**config.mk**
```make
export PLATFORM = sky130hd
export DESIGN_NAME = bin_to_ascii_dec
export DESIGN_NICKNAME = d
export VERILOG_FILES = /design/src/rtl/bin_to_ascii_dec.sv
export SDC_FILE = /design/constraint.sdc
export NUM_CORES = 1
export LEC_CHECK = 0
export ABC_AREA = 1
export BUFFER_PORTS_ARGS = -buffer_cell sky130_fd_sc_hd__buf_2
export CAP_MARGIN = 25
export CORE_ASPECT_RATIO = 1.5
export CORE_MARGIN = 4
export CORE_UTILIZATION = 35
export CTS_BUF_LIST = sky130_fd_sc_hd__clkbuf_4 sky130_fd_sc_hd__clkbuf_8 sky130_fd_sc_hd__clkbuf_16
export DETAILED_ROUTE_END_ITERATION = 7
export PLACE_DENSITY = 0.51
export SLEW_MARGIN = 20
export SYNTH_ARGS = -nofsm -noshare
export SYNTH_HDL_FRONTEND = slang
export SYNTH_SLANG_ARGS = --single-unit
```
**constraint.sdc**
```tcl
create_clock -name clk -period 1.8 [get_ports clk]
set_input_delay 0.18 -clock clk [delete_from_list [all_inputs] [get_ports clk]]
set_output_delay 0.18 -clock clk [all_outputs]
set_load 0.1 [all_outputs]
```
**src/rtl/bin_to_ascii_dec.sv**
```systemverilog
// Sequential binary to decimal-ASCII formatter (shift-add-3) for the LCD row path.
// Ports: clk/rst_n; in_valid/in_ready/in_data/blank_lz in; out_valid/out_ready/out_chars/out_ovf out.
module bin_to_ascii_dec #(
  parameter int IN_W   = 7,
  parameter int DIGITS = 2
) (
  input  logic                  clk,
  input  logic                  rst_n,
  input  logic                  in_valid,
  output logic                  in_ready,
  input  logic [IN_W-1:0]       in_data,
  input  logic                  blank_lz,
  output logic                  out_valid,
  input  logic                  out_ready,
  output logic [8*DIGITS-1:0]   out_chars,
  output logic                  out_ovf
);

  function automatic logic [63:0] pow10(input int n);
    logic [63:0] p;
    p = 64'd1;
    for (int i = 0; i < n; i++) p = p * 64'd10;
    return p;
  endfunction

  localparam logic [63:0] LIMIT = pow10(DIGITS);
  localparam int BW = 4 * DIGITS;
  localparam int CW = $clog2(IN_W + 1);
  localparam logic [CW-1:0] LAST = CW'(IN_W);

  localparam logic [1:0] S_IDLE = 2'd0;
  localparam logic [1:0] S_CONV = 2'd1;
  localparam logic [1:0] S_DONE = 2'd2;

  logic [1:0]          state_q, state_d;
  logic [IN_W-1:0]     shift_q, shift_d;
  logic [BW-1:0]       bcd_q, bcd_d;
  logic [CW-1:0]       cnt_q, cnt_d;
  logic                blank_q, blank_d;
  logic                ovf_q, ovf_d;
  logic [8*DIGITS-1:0] chars_q, chars_d;
  logic                oovf_q, oovf_d;

  logic [BW-1:0]       bcd_adj;
  logic [BW-1:0]       bcd_shl;
  logic [IN_W-1:0]     shift_shl;
  logic [8*DIGITS-1:0] fmt;
  logic [3:0]          nib;
  logic                lead;

  assign in_ready  = (state_q == S_IDLE);
  assign out_valid = (state_q == S_DONE);
  assign out_chars = chars_q;
  assign out_ovf   = oovf_q;

  always_comb begin
    bcd_adj = bcd_q;
    for (int i = 0; i < DIGITS; i++) begin
      if (bcd_q[4*i +: 4] >= 4'd5)
        bcd_adj[4*i +: 4] = bcd_q[4*i +: 4] + 4'd3;
    end
  end

  // Top BCD bit falls off; over-range values are covered by ovf_q.
  assign bcd_shl   = {bcd_adj[BW-2:0], shift_q[IN_W-1]};
  assign shift_shl = shift_q << 1;

  // Walk from the most significant digit; lead stays set while only
  // zeros have been seen, and digit 0 is never blanked.
  always_comb begin
    fmt  = '0;
    nib  = '0;
    lead = 1'b1;
    for (int i = DIGITS - 1; i >= 0; i--) begin
      nib = bcd_q[4*i +: 4];
      if (nib != 4'd0) lead = 1'b0;
      if (ovf_q)
        fmt[8*i +: 8] = 8'h2D;
      else if (blank_q && lead && (i != 0))
        fmt[8*i +: 8] = 8'h20;
      else
        fmt[8*i +: 8] = {4'h3, nib};
    end
  end

  always_comb begin
    state_d = state_q;
    shift_d = shift_q;
    bcd_d   = bcd_q;
    cnt_d   = cnt_q;
    blank_d = blank_q;
    ovf_d   = ovf_q;
    chars_d = chars_q;
    oovf_d  = oovf_q;
    unique case (state_q)
      S_IDLE: begin
        if (in_valid) begin
          shift_d = in_data;
          blank_d = blank_lz;
          bcd_d   = '0;
          cnt_d   = '0;
          ovf_d   = (64'(in_data) >= LIMIT);
          state_d = S_CONV;
        end
      end
      S_CONV: begin
        if (cnt_q == LAST) begin
          chars_d = fmt;
          oovf_d  = ovf_q;
          state_d = S_DONE;
        end else begin
          bcd_d   = bcd_shl;
          shift_d = shift_shl;
          cnt_d   = cnt_q + CW'(1);
        end
      end
      S_DONE: begin
        if (out_ready) state_d = S_IDLE;
      end
      default: state_d = S_IDLE;
    endcase
  end

  always_ff @(posedge clk or negedge rst_n) begin
    if (!rst_n) begin
      state_q <= S_IDLE;
      shift_q <= '0;
      bcd_q   <= '0;
      cnt_q   <= '0;
      blank_q <= 1'b0;
      ovf_q   <= 1'b0;
      chars_q <= {DIGITS{8'h20}};
      oovf_q  <= 1'b0;
    end else begin
      state_q <= state_d;
      shift_q <= shift_d;
      bcd_q   <= bcd_d;
      cnt_q   <= cnt_d;
      blank_q <= blank_d;
      ovf_q   <= ovf_d;
      chars_q <= chars_d;
      oovf_q  <= oovf_d;
    end
  end

endmodule

```
==> impl_metrics.env <==
export IMPL_route_detailed_wl_per_inst_um=11.4
export IMPL_placed_cells_incl_taps=292
export IMPL_grtUsageTotal=0.127
export IMPL_yosysSeqAreaShare=0.482
export IMPL_grt_pass1_vias=1363
export IMPL_design_portCount=31
export IMPL_start_kind="flip-flop"
export IMPL_worst_pin_slew_ns=0.735
export IMPL_synth_top_cells_by_area="sky130_fd_sc_hd__dfrtp_1 48%, sky130_fd_sc_hd__nand2_1 16%, sky130_fd_sc_hd__ha_1 5.1%"
export IMPL_clk_path_buf_depth=2
export IMPL_slew_headroom=0.510
export IMPL_post_route_skew_ns=0.00523
export IMPL_numPortBuffers=24
export IMPL_rows=30
export IMPL_ctsRootBufferMaster="sky130_fd_sc_hd__clkbuf_8"
export IMPL_ant_nets=0
export IMPL_synth_avg_cell_area_um2=8.11
export IMPL_grt_overflow=0
export IMPL_cp_end_kind="output port"
export IMPL_min_delay_path_class="in -> reg"
export IMPL_most_common_layout_cells="73 x sky130_fd_sc_hd__nand2_1, 33 x sky130_fd_sc_hd__dfrtp_1, 24 x sky130_fd_sc_hd__buf_2, 19 x sky130_fd_sc_hd__inv_1, 15 x sky130_fd_sc_hd__o21ai_0"
export IMPL_critPathRequiredTime_ns=1.62
export IMPL_clk_sink_count=33
export IMPL_crit_fanout=5
export IMPL_post_synth_top_area_fraction=0.482
export IMPL_totalNegativeSetupSlack_ns=0
export IMPL_pin_count_of_the_biggest_net_entering_global_routing=34
export IMPL_grt_first_pass_wirelength_um=5890
export IMPL_floorplan_core_area_mm2=0.00462
export IMPL_final_cell_area_mm2=0.00196
export IMPL_h_tree_depth=2
export IMPL_syn2layout_area_growth_pct=14.4
export IMPL_ys_ff_latch=33
export IMPL_max_freq_mhz=648
export IMPL_worst_endpoint_arrival_ns=1.36
export IMPL_initial_core_utilization=0.371
export IMPL_placedInstanceArea_mm2=0.00185
export IMPL_num_antenna_cells=0
export IMPL_ratio_of_cells_with_drive_above_1_in_the_final_layout=0.186
export IMPL_unrepaired_setup_endpoints_after_global_routing="false"
export IMPL_clk_latency_ns=0.28
export IMPL_viasPerCell=4.53
export IMPL_die_w_um=65.1
export IMPL_post_synth_instance_area_mm2=0.00171
export IMPL_place_congestion=0.867
export IMPL_run_status="complete, no violations"
export IMPL_die_area_mm2=0.00610
export IMPL_fin_crit_ns=1.54
export IMPL_final_min_period_over_clock_period=0.858
export IMPL_antenna_violations_before_repair=0
export IMPL_drt_iter0_markers=28
export IMPL_tritoncts_num_buffers=5
export IMPL_tritoncts_clock_tree="built"
export IMPL_drv_cap=0
export IMPL_routed_wl_um=3440
export IMPL_die_h_um=93.6
export IMPL_timing_final_max_slew_violations=0
export IMPL_hpwlAfterDp_um=2500
export IMPL_finalHoldWorstSlack_ns=0.0789
export IMPL_timing_final_setup_violations=0
export IMPL_drt_pre_antenna_iters=4
export IMPL_commonest_non_fill_non_tap_cell_in_the_layout="sky130_fd_sc_hd__nand2_1"
export IMPL_synth_area_leader_cell="sky130_fd_sc_hd__dfrtp_1"
export IMPL_nets=255
export IMPL_drt_drc_violations_left=0
export IMPL_instances_no_fill=301
export IMPL_dr_total_vias=1365
export IMPL_finalHoldViolations=0
export IMPL_yosysWarnings=0
export IMPL_synth_distinct_cells=21
export IMPL_postSynthCellCount=211
export IMPL_setup_worst_path_class="reg -> out"
export IMPL_clk_pin_slew_ns=0.07
## synthesized netlist by cell type
cell type / number
sky130_fd_sc_hd__inv_1: 19
sky130_fd_sc_hd__clkbuf_1: 1
sky130_fd_sc_hd__o21ai_0: 15
sky130_fd_sc_hd__nand2_2: 4
sky130_fd_sc_hd__nand3_1: 11
sky130_fd_sc_hd__nand2_1: 73
sky130_fd_sc_hd__ha_1: 7
sky130_fd_sc_hd__nand4_1: 4
sky130_fd_sc_hd__o31ai_1: 2
sky130_fd_sc_hd__a21boi_0: 1
sky130_fd_sc_hd__nor2_4: 3
sky130_fd_sc_hd__conb_1: 2
sky130_fd_sc_hd__buf_4: 7
sky130_fd_sc_hd__o21a_1: 1
sky130_fd_sc_hd__dfrtp_1: 33
sky130_fd_sc_hd__o21ai_1: 6
sky130_fd_sc_hd__nor2_1: 14
sky130_fd_sc_hd__inv_2: 2
sky130_fd_sc_hd__nand2_4: 1
sky130_fd_sc_hd__a21oi_1: 2
sky130_fd_sc_hd__buf_6: 3
## cells by family after synthesis
| logic type | after synthesis | synth area share |
|---|---|---|
| buf+inv | 32 | 0.0987 |
| flops | 33 | 0.482 |
| fa+ha+maj | 7 | 0.0512 |
| simple gates | 110 | 0.278 |
| compound gates | 27 | 0.0848 |
| other cells | 2 | 0.00439 |
## flip-flops by register name (all words and copies together) (netlist names)
signal	cells
shift_q	7
out_chars	10
state_q	2
cnt_q	3
bcd_q	8
ovf_q	1
out_ovf	1
blank_q	1
## worst max-delay path: stages (launching register included)
cell and delay, ns:
sky130_fd_sc_hd__dfrtp_1 0.47, sky130_fd_sc_hd__nor2_4 0.17, sky130_fd_sc_hd__buf_2 0.44
## final timing paths
kind	from	to	slack, ns	depth (start not counted)
setup reg to reg	cnt_q[0]$_DFFE_PN0P_	out_ovf$_DFFE_PN0P_	0.30	6
setup / recovery	state_q[0]$_DFFE_PN0P_	in_ready	0.26	2
hold / removal	out_ready	state_q[1]$_DFFE_PN0P_	0.08	2
max in group asynchronous	rst_n	blank_q$_DFFE_PN0P_	0.83	2
hold reg to reg	out_chars[12]$_DFFE_PN0P_	out_chars[12]$_DFFE_PN0P_	0.48	2
min in group asynchronous	rst_n	shift_q[4]$_DFFE_PN0P_	0.50	2
## routing by layer
| layer | global-route usage | share of wire |
|---|---|---|
| met1 | 0.140 | 0.43 |
| met2 | 0.220 | 0.49 |
| met3 | 0.0361 | 0.058 |
| met4 | 0.0588 | 0.022 |
| met5 | 0 | 0 |
## final cells by class
| class | count | area [µm²] |
|---|---|---|
| Fill cell | 506 | 2660 |
| Sequential cell | 33 | 826 |
| Multi-Input combinational cell | 150 | 742 |
| Timing Repair Buffer | 25 | 130 |
| Clock buffer | 7 | 96.3 |
| Tap cell | 64 | 80.1 |
| Inverter | 21 | 78.8 |
| Clock inverter | 1 | 5.00 |
## what timing repair did
| item | CTS | global route |
|---|---|---|
| hold buffers | 1 | 0 |
| endpoints found under the hold margin | 14 | 0 |
| gates resized for setup | 0 | 0 |
| buffers inserted | 0 | 0 |
## per-stage QoR
stage                     worst slack [ns]  utilization
final                                0.256        0.424
after global routing                0.0935        0.424
after CTS                            0.243        0.424
after detailed placement             0.292        0.400
after global placement               0.332        0.400
after floorplan                      0.121            -
Power is not shown: default switching activity piles up to over one toggle a cycle in this logic, so the estimate is an artifact.
